===== config.mk =====
export PLATFORM = sky130hd
export DESIGN_NAME = keypad_scan
export DESIGN_NICKNAME = d
export VERILOG_FILES = /design/src/rtl/ghostchip_pkg.sv /design/src/rtl/keypad_debounce.sv /design/src/rtl/keypad_scan.sv
export SDC_FILE = /design/constraint.sdc
export NUM_CORES = 1
export LEC_CHECK = 0
export ABC_AREA = 1
export BUFFER_PORTS_ARGS = -buffer_cell sky130_fd_sc_hd__buf_2
export CAP_MARGIN = 25
export CORE_MARGIN = 2
export CORE_UTILIZATION = 60
export DETAILED_ROUTE_END_ITERATION = 7
export PLACE_DENSITY = 0.79
export SETUP_SLACK_MARGIN = 0.1
export SKIP_LAST_GASP = 1
export SYNTH_ARGS = -nofsm -noshare
export SYNTH_HDL_FRONTEND = slang
export SYNTH_SLANG_ARGS = --single-unit

===== constraint.sdc =====
create_clock -name clk -period 5.5 [get_ports clk]
set_input_delay 1.1 -clock clk [delete_from_list [all_inputs] [get_ports clk]]
set_output_delay 1.1 -clock clk [all_outputs]
set_load 0.01 [all_outputs]

===== src/rtl/ghostchip_pkg.sv =====
// ============================================================================
// Module   : ghostchip_pkg
// Brief    : Shared keypad constants, key code type and physical->CHIP-8 map.
//            Macro KEYPAD_REMAP_EN selects the 4x4 hex-pad layout.
// Revision : 1.0
// ============================================================================
`default_nettype none

package ghostchip_pkg;

    localparam int KEY_COUNT = 16;

    typedef logic [3:0] key_code_t;

`ifdef KEYPAD_REMAP_EN
    // Row-major 4x4 pad: 1 2 3 C / 4 5 6 D / 7 8 9 E / A 0 B F
    localparam key_code_t c_remap_table [KEY_COUNT] = '{
        4'h1, 4'h2, 4'h3, 4'hC,
        4'h4, 4'h5, 4'h6, 4'hD,
        4'h7, 4'h8, 4'h9, 4'hE,
        4'hA, 4'h0, 4'hB, 4'hF
    };
`endif

    function automatic key_code_t key_map(input logic [3:0] phys);
`ifdef KEYPAD_REMAP_EN
        return c_remap_table[phys];
`else
        return key_code_t'(phys);
`endif
    endfunction

endpackage

`default_nettype wire


===== src/rtl/keypad_debounce.sv =====
// ============================================================================
// Module   : keypad_debounce
// Brief    : Per-key disagreement counter and debounced state, advanced only
//            on its scan-tick enable.
// Revision : 1.0
// ============================================================================
`default_nettype none

module keypad_debounce #(
    parameter int DEBOUNCE_CNT = 4
) (
    input  logic clk,
    input  logic rst,
    input  logic i_tick_en,
    input  logic i_raw,
    output logic o_state,
    output logic o_rise
);

    localparam logic [3:0] c_threshold = 4'(DEBOUNCE_CNT);

    logic [3:0] r_cnt;
    logic       r_state;
    logic [3:0] w_cnt_inc;
    logic       w_flip;

    assign w_cnt_inc = r_cnt + 4'd1;
    assign w_flip    = i_tick_en && (i_raw != r_state) && (w_cnt_inc == c_threshold);

    always_ff @(posedge clk) begin
        if (rst) begin
            r_cnt   <= 4'd0;
            r_state <= 1'b0;
        end else if (i_tick_en) begin
            if (i_raw == r_state) begin
                r_cnt <= 4'd0;
            end else if (w_flip) begin
                r_state <= ~r_state;
                r_cnt   <= 4'd0;
            end else begin
                r_cnt <= w_cnt_inc;
            end
        end
    end

    assign o_state = r_state;
    // Only a 0->1 flip is a press; releases are silent.
    assign o_rise  = w_flip && !r_state;

endmodule

`default_nettype wire


===== src/rtl/keypad_scan.sv =====
// ============================================================================
// Module   : keypad_scan
// Brief    : Time-multiplexed 16-key debouncer with single-slot press event
//            queue. Key remapping selected by macro KEYPAD_REMAP_EN.
// Revision : 1.0
// ============================================================================
`default_nettype none

module keypad_scan
    import ghostchip_pkg::*;
#(
    parameter int TICK_DIV     = 256,
    parameter int DEBOUNCE_CNT = 4
) (
    input  logic        clk,
    input  logic        reset,
    input  logic [7:0]  switches_p1,
    input  logic [7:0]  switches_p2,
    output logic [15:0] keypad_matrix,
    output logic        key_valid,
    output logic [3:0]  key_code,
    input  logic        key_ack,
    output logic        key_lost
);

    localparam int c_tick_w = (TICK_DIV > 1) ? $clog2(TICK_DIV) : 1;
    localparam logic [c_tick_w-1:0] c_tick_last = c_tick_w'(TICK_DIV - 1);

    logic [15:0]         r_sync1;
    logic [15:0]         r_sync2;
    logic [c_tick_w-1:0] r_tick_cnt;
    logic [3:0]          r_idx;
    logic                r_key_valid;
    key_code_t           r_key_code;
    logic                r_key_lost;

    logic                w_tick;
    logic [15:0]         w_state;
    logic [15:0]         w_rise;
    logic [15:0]         w_matrix;
    logic                w_press;
    logic                w_ack_ok;

    always_ff @(posedge clk) begin
        if (reset) begin
            r_sync1 <= 16'd0;
            r_sync2 <= 16'd0;
        end else begin
            r_sync1 <= {switches_p2, switches_p1};
            r_sync2 <= r_sync1;
        end
    end

    assign w_tick = (r_tick_cnt == c_tick_last);

    always_ff @(posedge clk) begin
        if (reset) begin
            r_tick_cnt <= '0;
            r_idx      <= 4'd0;
        end else if (w_tick) begin
            r_tick_cnt <= '0;
            r_idx      <= r_idx + 4'd1;
        end else begin
            r_tick_cnt <= r_tick_cnt + 1'b1;
        end
    end

    generate
        for (genvar gi = 0; gi < KEY_COUNT; gi++) begin : g_key
            keypad_debounce #(
                .DEBOUNCE_CNT (DEBOUNCE_CNT)
            ) u_debounce (
                .clk       (clk),
                .rst       (reset),
                .i_tick_en (w_tick && (r_idx == 4'(gi))),
                .i_raw     (r_sync2[gi]),
                .o_state   (w_state[gi]),
                .o_rise    (w_rise[gi])
            );
        end
    endgenerate

    // The map is a permutation, so every matrix bit is written exactly once.
    always_comb begin
        w_matrix = 16'd0;
        for (int i = 0; i < KEY_COUNT; i++) begin
            w_matrix[key_map(4'(i))] = w_state[i];
        end
    end

    assign keypad_matrix = w_matrix;

    // Only the key under the scan index can flip, so its code is r_idx's.
    assign w_press  = |w_rise;
    assign w_ack_ok = key_ack && r_key_valid;

    always_ff @(posedge clk) begin
        if (reset) begin
            r_key_valid <= 1'b0;
            r_key_code  <= 4'd0;
            r_key_lost  <= 1'b0;
        end else if (w_press) begin
            if (!r_key_valid || w_ack_ok) begin
                r_key_valid <= 1'b1;
                r_key_code  <= key_map(r_idx);
                if (w_ack_ok) begin
                    r_key_lost <= 1'b0;
                end
            end else begin
                r_key_lost <= 1'b1;
            end
        end else if (w_ack_ok) begin
            r_key_valid <= 1'b0;
            r_key_lost  <= 1'b0;
        end
    end

    assign key_valid = r_key_valid;
    assign key_code  = r_key_code;
    assign key_lost  = r_key_lost;

endmodule

`default_nettype wire


Word-level counts from Yosys, hierarchy flattened
Index checks and enable logic that the tools add are counted.
{ "totals": {"regBits": 130, "input_bits": 19, "out_inout_bits": 22} }
{ "classes": {"addsub": 18, "n_eq_ne": 65, "muxes": 38, "bitwise_logic": 32, "n_reduce_logical": 105} }
{ "op_table": {"columns": ["cell", "count"], "rows": [
  ["4-bit 2-to-1 mux", 32],
  ["4-bit by 3-bit equality test with 1-bit output, second input constant", 20],
  ["4-bit by 1-bit adder with 4-bit output, second input constant", 17],
  ["1-bit logical AND", 65],
  ["3-bit AND reduction", 16],
  ["4-bit equality test, second input constant", 8],
  ["1-bit inverter", 32],
  ["1-bit zero test", 17],
  ["1-bit equality test", 16],
  ["1-bit != test", 16],
  ["16-bit OR reduction", 1],
  ["8-bit by 1-bit adder with 8-bit output, second input constant", 1],
  ["4-bit by 2-bit equality test with 1-bit output, second input constant", 2],
  ["8-bit equality test, second input constant", 1],
  ["1-bit 2-to-1 mux", 6],
  ["4-bit by 1-bit equality test with 1-bit output, second input constant", 1],
  ["4-bit zero test", 1],
  ["2-bit AND reduction", 2],
  ["2-bit by 1-bit != test with 1-bit output, second input constant", 1],
  ["2-bit nonzero test", 1],
  ["2-bit OR reduction", 1],
  ["1-bit logical OR", 1]
]} }

Logic depth before layout (Yosys ltp)
Gate-level depths: netlist of run 1.
{ "logic_depth": {"ltp_word": 8, "mapped_depth": 15, "mapped_depth_nobuf": 15} }

By module
A second synthesis of run 1 with hierarchy kept.
{ "hier_totals": {"cells_unflattened": 845, "hier_area_um2": 6367.4} }
{ "by_module_without_submodules": {"columns": ["mod", "instances", "cells_per_inst", "area_each_um2", "seq_area_each_um2"], "rows": [
  ["keypad_debounce", 16, 38, 282.8, 100.1],
  ["keypad_scan", 1, 237, 1843.0, 1001.0]
]} }

Worst setup path before layout of run 1
Ideal clock, no wire load.
{ "synth_timing": {"path_type": "input to register", "from": "in reset", "to": "reg g_key[15].u_debounce.r_cnt[2]", "setup_ps": 128, "t_arrival_ps": 1987, "path_slack_ps": 3385, "cell_stages": 4, "path_cell_list": "clkbuf_1 -> clkbuf_1 -> buf_1 -> nor2_1"} }
{ "synth_rtl": {"columns": ["item", "line_no", "source"], "rows": [
  ["start, declared", "keypad_scan.sv:16", "input logic reset,"],
  ["end signal, assigned", "keypad_debounce.sv:41", "r_cnt <= w_cnt_inc;"],
  ["end, declared", "keypad_debounce.sv:22", "logic [3:0] r_cnt;"]
]} }
No word-level cell between the ends.

Worst setup path after layout of run 1
{ "layout_timing": {"from": "reg r_tick_cnt[5]", "to": "reg r_key_code[1], in the netlist key_code[1]"} }
{ "layout_via": {"elab_chain_cells": 7, "elab_cells_between_ends": 67, "classes_between": "eq/ne: 1; reduce/logical: 66"} }
{ "layout_rtl": {"columns": ["item", "line_no", "source"], "rows": [
  ["start, declared", "keypad_scan.sv:31", "logic [c_tick_w-1:0] r_tick_cnt;"],
  ["start signal, assigned", "keypad_scan.sv:64", "r_tick_cnt <= r_tick_cnt + 1'b1;"],
  ["8-bit equality test (*)", "keypad_scan.sv:54", "assign w_tick = (r_tick_cnt == c_tick_last);"],
  ["1-bit logical AND", "keypad_scan.sv:75", ".i_tick_en (w_tick && (r_idx == 4'(gi))),"],
  ["1-bit logical AND (2 in a row)", "keypad_debounce.sv:28", "assign w_flip = i_tick_en && (i_raw != r_state) && (w_cnt_inc == c_threshold);"],
  ["1-bit logical AND", "keypad_debounce.sv:48", "assign o_rise = w_flip && !r_state;"],
  ["16-bit OR reduction (*)", "keypad_scan.sv:94", "assign w_press = |w_rise;"],
  ["2-bit AND reduction (no line) (*)", null, null],
  ["end signal, assigned", "keypad_scan.sv:105", "r_key_code <= key_map(r_idx);"],
  ["end, declared", "keypad_scan.sv:34", "key_code_t r_key_code;"]
]} }
Mark *: on every way between the ends. The rest lies on a longest branch, timed or not.
A chain may end at the register's enable or synchronous reset.

==> results.md, run 1 <==
- The overall power consumption is 2.21 mW.
- The clock period minus worst slack is 2590 ps.
- The top cell type by area accounts for 40.6% of the synthesized area.
- The area of the mapped netlist is 6420 um^2.
- After floorplanning, the core was divided into 37 placement rows.
- The initial antenna violation count is 0.
- For this run, the top clock speed supported by timing is 386 MHz.
- For the worst flop-to-flop path, the logic depth is 13.
- The type of element capturing the critical path is a flip-flop.
- The multi-input combinational cell area is 3190 um^2.
- The detail route stage leaves a number of antenna-violating nets equal to 0.
- The H-tree was split into 4 levels.
- The class of the tightest hold or removal check is flip-flop to flip-flop.
- For the worst setup path, the data arrival time is 3020 ps.
- The initial utilization of the core area, before any placement, comes to 61.9%.
- The wire length reported by the detailed router is 13200 um.
- The number of port buffers is 40.
- The number of optimization iterations in the first detailed-route pass is 5.
- Across all setup checks in the final design, the least slack found is 2910 ps.
- The die extent in y is 107 um.
- By area the synthesized netlist is led by sky130_fd_sc_hd__dfxtp_1 41%, sky130_fd_sc_hd__nand2_1 9.2%, sky130_fd_sc_hd__a21oi_1 6.3%.
- The fraction of registers with async set or reset after synthesis is 0%.
- The root buffer cell chosen for the clock tree is sky130_fd_sc_hd__clkbuf_8.
- The reported max-cap violation count is 0.
- The area of the die is 11500 um^2.
- The antenna diode instance count is 0.
- The die is 107 um wide.
- Global routing finished with a remaining overflow of 0.
- Registers take 2600 um^2.
- For the worst setup path, the data required time is 5930 ps.
- Once the clock tree was built, the setup fixing pass inserted 0 buffers.
- The HPWL reported at the end of detailed placement is 8960 um.
- The flow ran to the end, and the final reports show no timing, DRC or antenna violations.
- The number of warnings reported in the yosys synthesis log is 0.
- The flop and latch count out of synthesis is 130.
- The net count of the mapped netlist is 880.
- The critical path class is flip-flop to flip-flop.
- The number of global-route vias before repair is 5027.
- The global routing usage summed across all routing layers is 24.3%.
- The total count of max-transition violations in the final report was 0.
- The synthesized netlist contains 36 unique library cells.
- Clock-pin slew was measured on the worst setup and hold paths at 60 ps.
- The worst clock skew is 5.62 ps.
- Clock tree synthesis inserted a total of 17 buffers.
- The launch instance of the worst register-to-register path is r_tick_cnt[5].
- The area overhead of the layout relative to synthesis is 12.8%.
- The count of cells in the finished layout, fillers not included, comes to 1008.
- The detailed-route via count is 5386.
- The analysis attributes to cell leakage a power of 2.91 nW.
- In the routed design, unresolved DRC markers number 0.
- The top cell type by total area after synthesis is sky130_fd_sc_hd__dfxtp_1.
- Entering global routing, the biggest net connects 110 pins.
- Hold is met by 400 ps.
- The commonest cells after synthesis are 157 x sky130_fd_sc_hd__nand2_1, 130 x sky130_fd_sc_hd__dfxtp_1, 106 x sky130_fd_sc_hd__inv_1.
- Setup repair after global routing left no endpoint under its margin.
- At the placement stage, the worst setup path has a slack of 2960 ps.
- The final count of hold timing violations is 0.
- Gates resized during post-CTS repair numbered 0.
- The number of endpoints failing setup at the final stage is 0.
- The clock passes through at most 2 buffers.
- The number of enable flip-flop cells after synthesis is 0.
- The clock network latency to the later pin of the worst-skew pair is 540 ps.
- Counting instances, the worst hold path has a depth of 2.
- The cell with the most instances after synthesis is sky130_fd_sc_hd__nand2_1.
- The cell count after placement is 976.
- The wire length of the first global-routing pass is 22300 um.
- The maximum net fanout on the critical path is 12.
- Tracing the worst setup path back leads to its startpoint at r_tick_cnt[5].
- The element type at the critical path start is a flip-flop.
- In this run the tightest slew margin relative to its limit is 57.6%.
- TritonCTS built the clock tree.
- Sequential cells were found to cover 40.6% of the synthesized design area.
- For the pin with the worst max-slew slack, the measured transition is 634 ps.
- The filler cell count in the final layout is 836.
- The critical hold path startpoint is r_sync1[9].
- The setup slack of the most critical reg-to-reg path is 2910 ps.
- The clock drives 130 sinks.
- For this run, the leading register cell type out of synthesis is sky130_fd_sc_hd__dfxtp_1.
- The number of placed I/O pins is 41.
- In the finished design, the share of the clock period the worst path needs comes to 47.1%.
- Dividing the detail-routed wire length by the instance count gives 13.1 um.
- After clock tree synthesis, the flow added hold-fix buffers numbering 0.
- The power density over the cells is 305 nW/um^2.
- The number of instances in the synthesized netlist is 831.
- The total negative slack is 0 ps.
- The final layout contains 909 nets.
- After the first detailed-routing iteration, the DRC count stood at 330.
- After detailed routing, the number of vias per cell comes to 5.34.
- Cells with a size suffix above 1 make up 13.5% of the layout.
- The average instance area after synthesis is 7.72 um^2.
- At the end of routability-driven placement, the weighted congestion stood at 0.846.
- In this run the standard cell core region covers 10400 um^2.
- The highest ir drop seen on vdd is 192 uV.
[cells in the final DEF (no fill, tap or decap), types with 2 or more instances in the layout]
| cell type | n |
|---|---|
| sky130_fd_sc_hd__a21oi_1 | 81 |
| sky130_fd_sc_hd__a22oi_1 | 4 |
| sky130_fd_sc_hd__a311oi_1 | 7 |
| sky130_fd_sc_hd__a32oi_1 | 2 |
| sky130_fd_sc_hd__buf_2 | 39 |
| sky130_fd_sc_hd__buf_4 | 2 |
| sky130_fd_sc_hd__bufinv_16 | 5 |
| sky130_fd_sc_hd__clkbuf_16 | 16 |
| sky130_fd_sc_hd__clkbuf_8 | 3 |
| sky130_fd_sc_hd__clkinv_2 | 5 |
| sky130_fd_sc_hd__dfxtp_1 | 130 |
| sky130_fd_sc_hd__ha_1 | 30 |
| sky130_fd_sc_hd__inv_1 | 106 |
| sky130_fd_sc_hd__inv_2 | 3 |
| sky130_fd_sc_hd__nand2_1 | 157 |
| sky130_fd_sc_hd__nand2_2 | 3 |
| sky130_fd_sc_hd__nand3_1 | 38 |
| sky130_fd_sc_hd__nand3_2 | 7 |
| sky130_fd_sc_hd__nand3_4 | 10 |
| sky130_fd_sc_hd__nand3b_2 | 2 |
| sky130_fd_sc_hd__nand4_1 | 26 |
| sky130_fd_sc_hd__nor2_1 | 104 |
| sky130_fd_sc_hd__nor2_2 | 5 |
| sky130_fd_sc_hd__nor2_4 | 12 |
| sky130_fd_sc_hd__nor3_1 | 2 |
| sky130_fd_sc_hd__nor3b_1 | 3 |
| sky130_fd_sc_hd__nor4_1 | 7 |
| sky130_fd_sc_hd__o21ai_0 | 21 |
| sky130_fd_sc_hd__or2_2 | 3 |
| sky130_fd_sc_hd__xnor2_1 | 23 |
| sky130_fd_sc_hd__xor2_1 | 7 |
[critical path, cell delays in order (launching register included)]
cell and delay [ps]:
sky130_fd_sc_hd__dfxtp_1 400, sky130_fd_sc_hd__nand2_2 80, sky130_fd_sc_hd__nor2_4 520, sky130_fd_sc_hd__nand2_1 450
sky130_fd_sc_hd__nor2_1 280, sky130_fd_sc_hd__nand4_1 170, sky130_fd_sc_hd__nand2_1 100, sky130_fd_sc_hd__inv_1 40
sky130_fd_sc_hd__nand2_1 60, sky130_fd_sc_hd__nor2_1 40, sky130_fd_sc_hd__nand2_2 120, sky130_fd_sc_hd__nand3_1 100
sky130_fd_sc_hd__nand2_1 70, sky130_fd_sc_hd__nor2_1 50
[stage by stage]
stage	utilization [%]	area, um^2
6_report	69.8	7240
5_1_grt	69.8	7240
4_1_cts	69.6	7210
3_5_place_dp	63.5	6580
3_3_place_gp	63.5	6580
2_1_floorplan	-	6420
[path summary, 6_finish.rpt]
path	end
setup / recovery	key_code[1]
hold / removal	r_sync2[9]
setup reg to reg	key_code[1]
hold reg to reg	r_sync2[9]
[power by group]
| group | switching (mW) | leakage [nW] | internal (mW) |
|---|---|---|---|
| registers | 0.00519 | 1.05 | 0.955 |
| clock network | 0.403 | 0.314 | 0.800 |
| logic | 0.0297 | 1.54 | 0.0166 |
[logic make-up (layout without fill, tap and decap cells)]
logic type / after synthesis / count (layout) / share of synthesized area [%]
DFF: 130 / 130 / 40.6
buffers and inverters: 142 / 183 / 9.77
adders and majority gates: 30 / 30 / 5.85
AOI/OAI and AO/OA: 116 / 116 / 9.77
and+or+nand+nor: 383 / 383 / 30.0
xor gates and xnor gates: 30 / 30 / 4.09
[flip-flops by register name, indices dropped and copies added, names as in the netlist]
name                      flops
r_tick_cnt                    8
key_valid                     1
r_idx                         4
r_sync1                      16
key_code                      4
g_key.u_debounce.r_cnt       64
key_lost                      1
g_key.u_debounce.o_state     16
r_sync2                      16
[routing by layer]
layer / vias to the layer above / part of all wire (%) / global-route usage, %
met5: - / 0 / 0
met4: 0 / 1.6 / 8.88
met3: 18 / 5.5 / 7.32
met2: 142 / 49 / 41.4
met1: 2485 / 44 / 28.9
li1: 2741 / - / -
[final cells by class]
class / instances / share of cell area, %
Inverter: 110 / 5.70
Clock inverter: 11 / 2.54
Multi-Input combinational cell: 559 / 44.0
Sequential cell: 130 / 35.9
Tap cell: 136 / 2.35
Timing Repair Buffer: 42 / 3.28
Clock buffer: 20 / 6.15
Power figures use the tool's default switching activity.
==> run 2, diff against run 1 <==
CORE_UTILIZATION = 55   (was 60)
PLACE_DENSITY = 0.76   (was 0.79)
clock period = 2.25 ns   (was 5.5 ns; I/O delays follow)
==> results.md, run 2 (synthesized netlist as in run 1, its figures left out) <==
- The run finished with clean final reports.
- Setup slack closes at 246 ps.
- The wire length of the first global-routing pass is 21200 um.
- The per-cell via count in the routed design is 5.12.
- Leaving out fill and tap cells, the most frequent cell in the layout is sky130_fd_sc_hd__nand2_1.
- The flip-flop count of the largest register, all copies and words added is 64.
- STA classifies the critical path startpoint as a flip-flop.
- The number of placement rows is 39.
- In this run the power density over the cells is 681 nW/um^2.
- By instance count, the cell type seen most on the critical path is sky130_fd_sc_hd__nand2_1.
- The design draws 5.10 mW.
- In the final timing run, aggregate negative setup slack is 0 ps.
- Dividing the detail-routed wire length by the instance count gives 12.3 um.
- Setup violations remaining at the end of the flow were counted as 0.
- Measured on the finished design, the core utilization comes to 65.5%.
- For the pin with the worst max-slew slack, the measured transition is 404 ps.
- Before CTS, the worst setup slack after placement is 149 ps.
- The static leakage is 2.99 nW.
- The largest register by flop count is g_key.u_debounce.r_cnt.
- The longest clock path from root to sink contains 2 buffers.
- The number of cells in the finished layout apart from fillers is 1036.
- The detailed-route via count is 5304.
- The cell count after placement is 991.
- The total count of max-transition violations in the final report came to 0.
- After clock tree synthesis, the clock-pin slew on the worst setup and hold paths is 50 ps.
- The setup check on the worst reg-to-reg path leaves a slack of 250 ps.
- The DRC violation count after routing is 0.
- For this run, the slowest stage of the critical path takes 360 ps.
- The number of antenna diodes in the final layout is 0.
- The highest ir drop seen on vdd is 655 uV.
- The initial cell density of the core is 56.2%.
- The number of port buffers is 40.
- The timing-limited maximum frequency is 499 MHz.
- After legalization and detailed placement, the total HPWL measured 8630 um.
- The number of global-route vias before repair is 4877.
- Walking the worst path, the cells encountered are ha_2 -> nand2_2 -> nor2_8 -> buf_12 -> nand3_4 -> nor2_4 -> nand3_4 -> nand2_1 -> inv_1 -> nand2_1 -> nor2_1 -> nand2_2 -> nand3_1 -> nand2_1 -> nor2_1.
- The number of nets with antenna violations after routing is 0.
- The clock net in this run drives a total of 130 sinks.
- The worst clock skew is 8.97 ps.
- The die span in x is 112 um.
- The detailed router finished its first iteration with 364 violations.
- The arrival time of data at the critical path endpoint is 2320 ps.
- The post-route fraction of the period consumed by the critical path is 89.1%.
- Wires add up to 12700 um.
- Summed over all layers, the global routing overflow is 0.
- Setup repair after global routing left no endpoint under its margin.
- The maximum net fanout on the critical path is 10.
- TritonCTS built the clock tree.
- The initial antenna violation count is 0.
- Measured against its own limit, the worst slew margin works out to 72.9%.
- The min-delay analysis places its worst path in the category input pin to flip-flop.
- TritonCTS created 17 clock buffers.
- Max-cap violations in this run came to 0.
- The clock network latency to the later pin of the worst-skew pair is 420 ps.
- The final layout contains 929 nets.
- The type of element capturing the critical path is a flip-flop.
- In the layout the commonest cells are 155 x sky130_fd_sc_hd__nand2_1, 130 x sky130_fd_sc_hd__dfxtp_1, 102 x sky130_fd_sc_hd__inv_1.
- Routability-driven placement finished with a final weighted congestion of 0.865.
- In this run the count of I/O pins placed on the die edge is 41.
- The global routing usage summed across all routing layers is 20.7%.
- The pin count of the biggest net entering global routing is 57.
- The final count of hold timing violations is 0.
- The area of the die is 12500 um^2.
- In this run the clock root is driven by a sky130_fd_sc_hd__clkbuf_16.
- The core area is 11400 um^2.
- The H-tree depth is 4.
- The layout cell share with drive strength beyond 1 is 18.0%.
- For the worst setup path, the data required time is 2570 ps.
- The number of optimization iterations in the first detailed-route pass is 7.
- The critical path class is flip-flop to flip-flop.
- The die is 112 um tall.
- The clock period minus worst slack is 2000 ps.
- The area overhead of the layout relative to synthesis is 16.5%.
- Among all stages on the critical path, the largest delay is contributed by sky130_fd_sc_hd__dfxtp_1.
run 2: changes by cell type in the layout (fill, tap and decap cells not counted), sizes merged:
cell / change
bufinv: -4
clkbuf: +3
buf: +20
clkinvlp: +2
run 2: worst max-delay path: cells and delay by family (launching register included):
kind	cells	cell delay (ps)
flops	1	360
buf+inv	2	210
fa+ha+maj	1	200
simple gates	12	1120
run 2: layer usage:
| metal | vias up | share of wire [%] | GRT usage [%] |
|---|---|---|---|
| li1 | 2775 | - | - |
| met1 | 2398 | 46 | 25.1 |
| met2 | 109 | 48 | 34.6 |
| met3 | 22 | 4.0 | 6.05 |
| met4 | 0 | 1.7 | 8.70 |
| met5 | - | 0 | 0 |
run 2: final timing paths:
kind                        from  cells after the start     endpoint
setup / recovery   r_tick_cnt[0]                     15  key_code[3]
hold / removal    switches_p1[3]                      3   r_sync1[3]
setup reg to reg   r_tick_cnt[0]                     15  key_code[3]
hold reg to reg      r_sync1[13]                      2  r_sync2[13]
run 2: layout make-up:
class | count | area (um^2)
flip-flops and latches | 130 | 2600
repair buffers | 62 | 397
multi-input cells | 559 | 3310
inverters | 110 | 413
well taps | 143 | 179
clock buffers | 23 | 498
fillers | 964 | 3940
clock inverters | 9 | 78.8
run 2: repair_timing:
action / in CTS / in global routing
gates resized for setup: 0 / 37
setup buffers: 0 / 13
setup endpoints to repair: 0 / 6
hold buffers: 0 / 0
run 2: power by group:
group          total, mW  switching [mW]  internal (mW)
logic              0.112          0.0714         0.0406
registers           2.35          0.0125           2.33
clock network       2.64           0.982           1.65
run 2: stage by stage:
stage / cell area (um^2) / hold slack [ps]
final: 7480 / 227
after global routing: 7480 / 224
after CTS: 7250 / 210
after detailed placement: 6680 / 392
after global placement: 6680 / 389
after floorplan: 6420 / 388
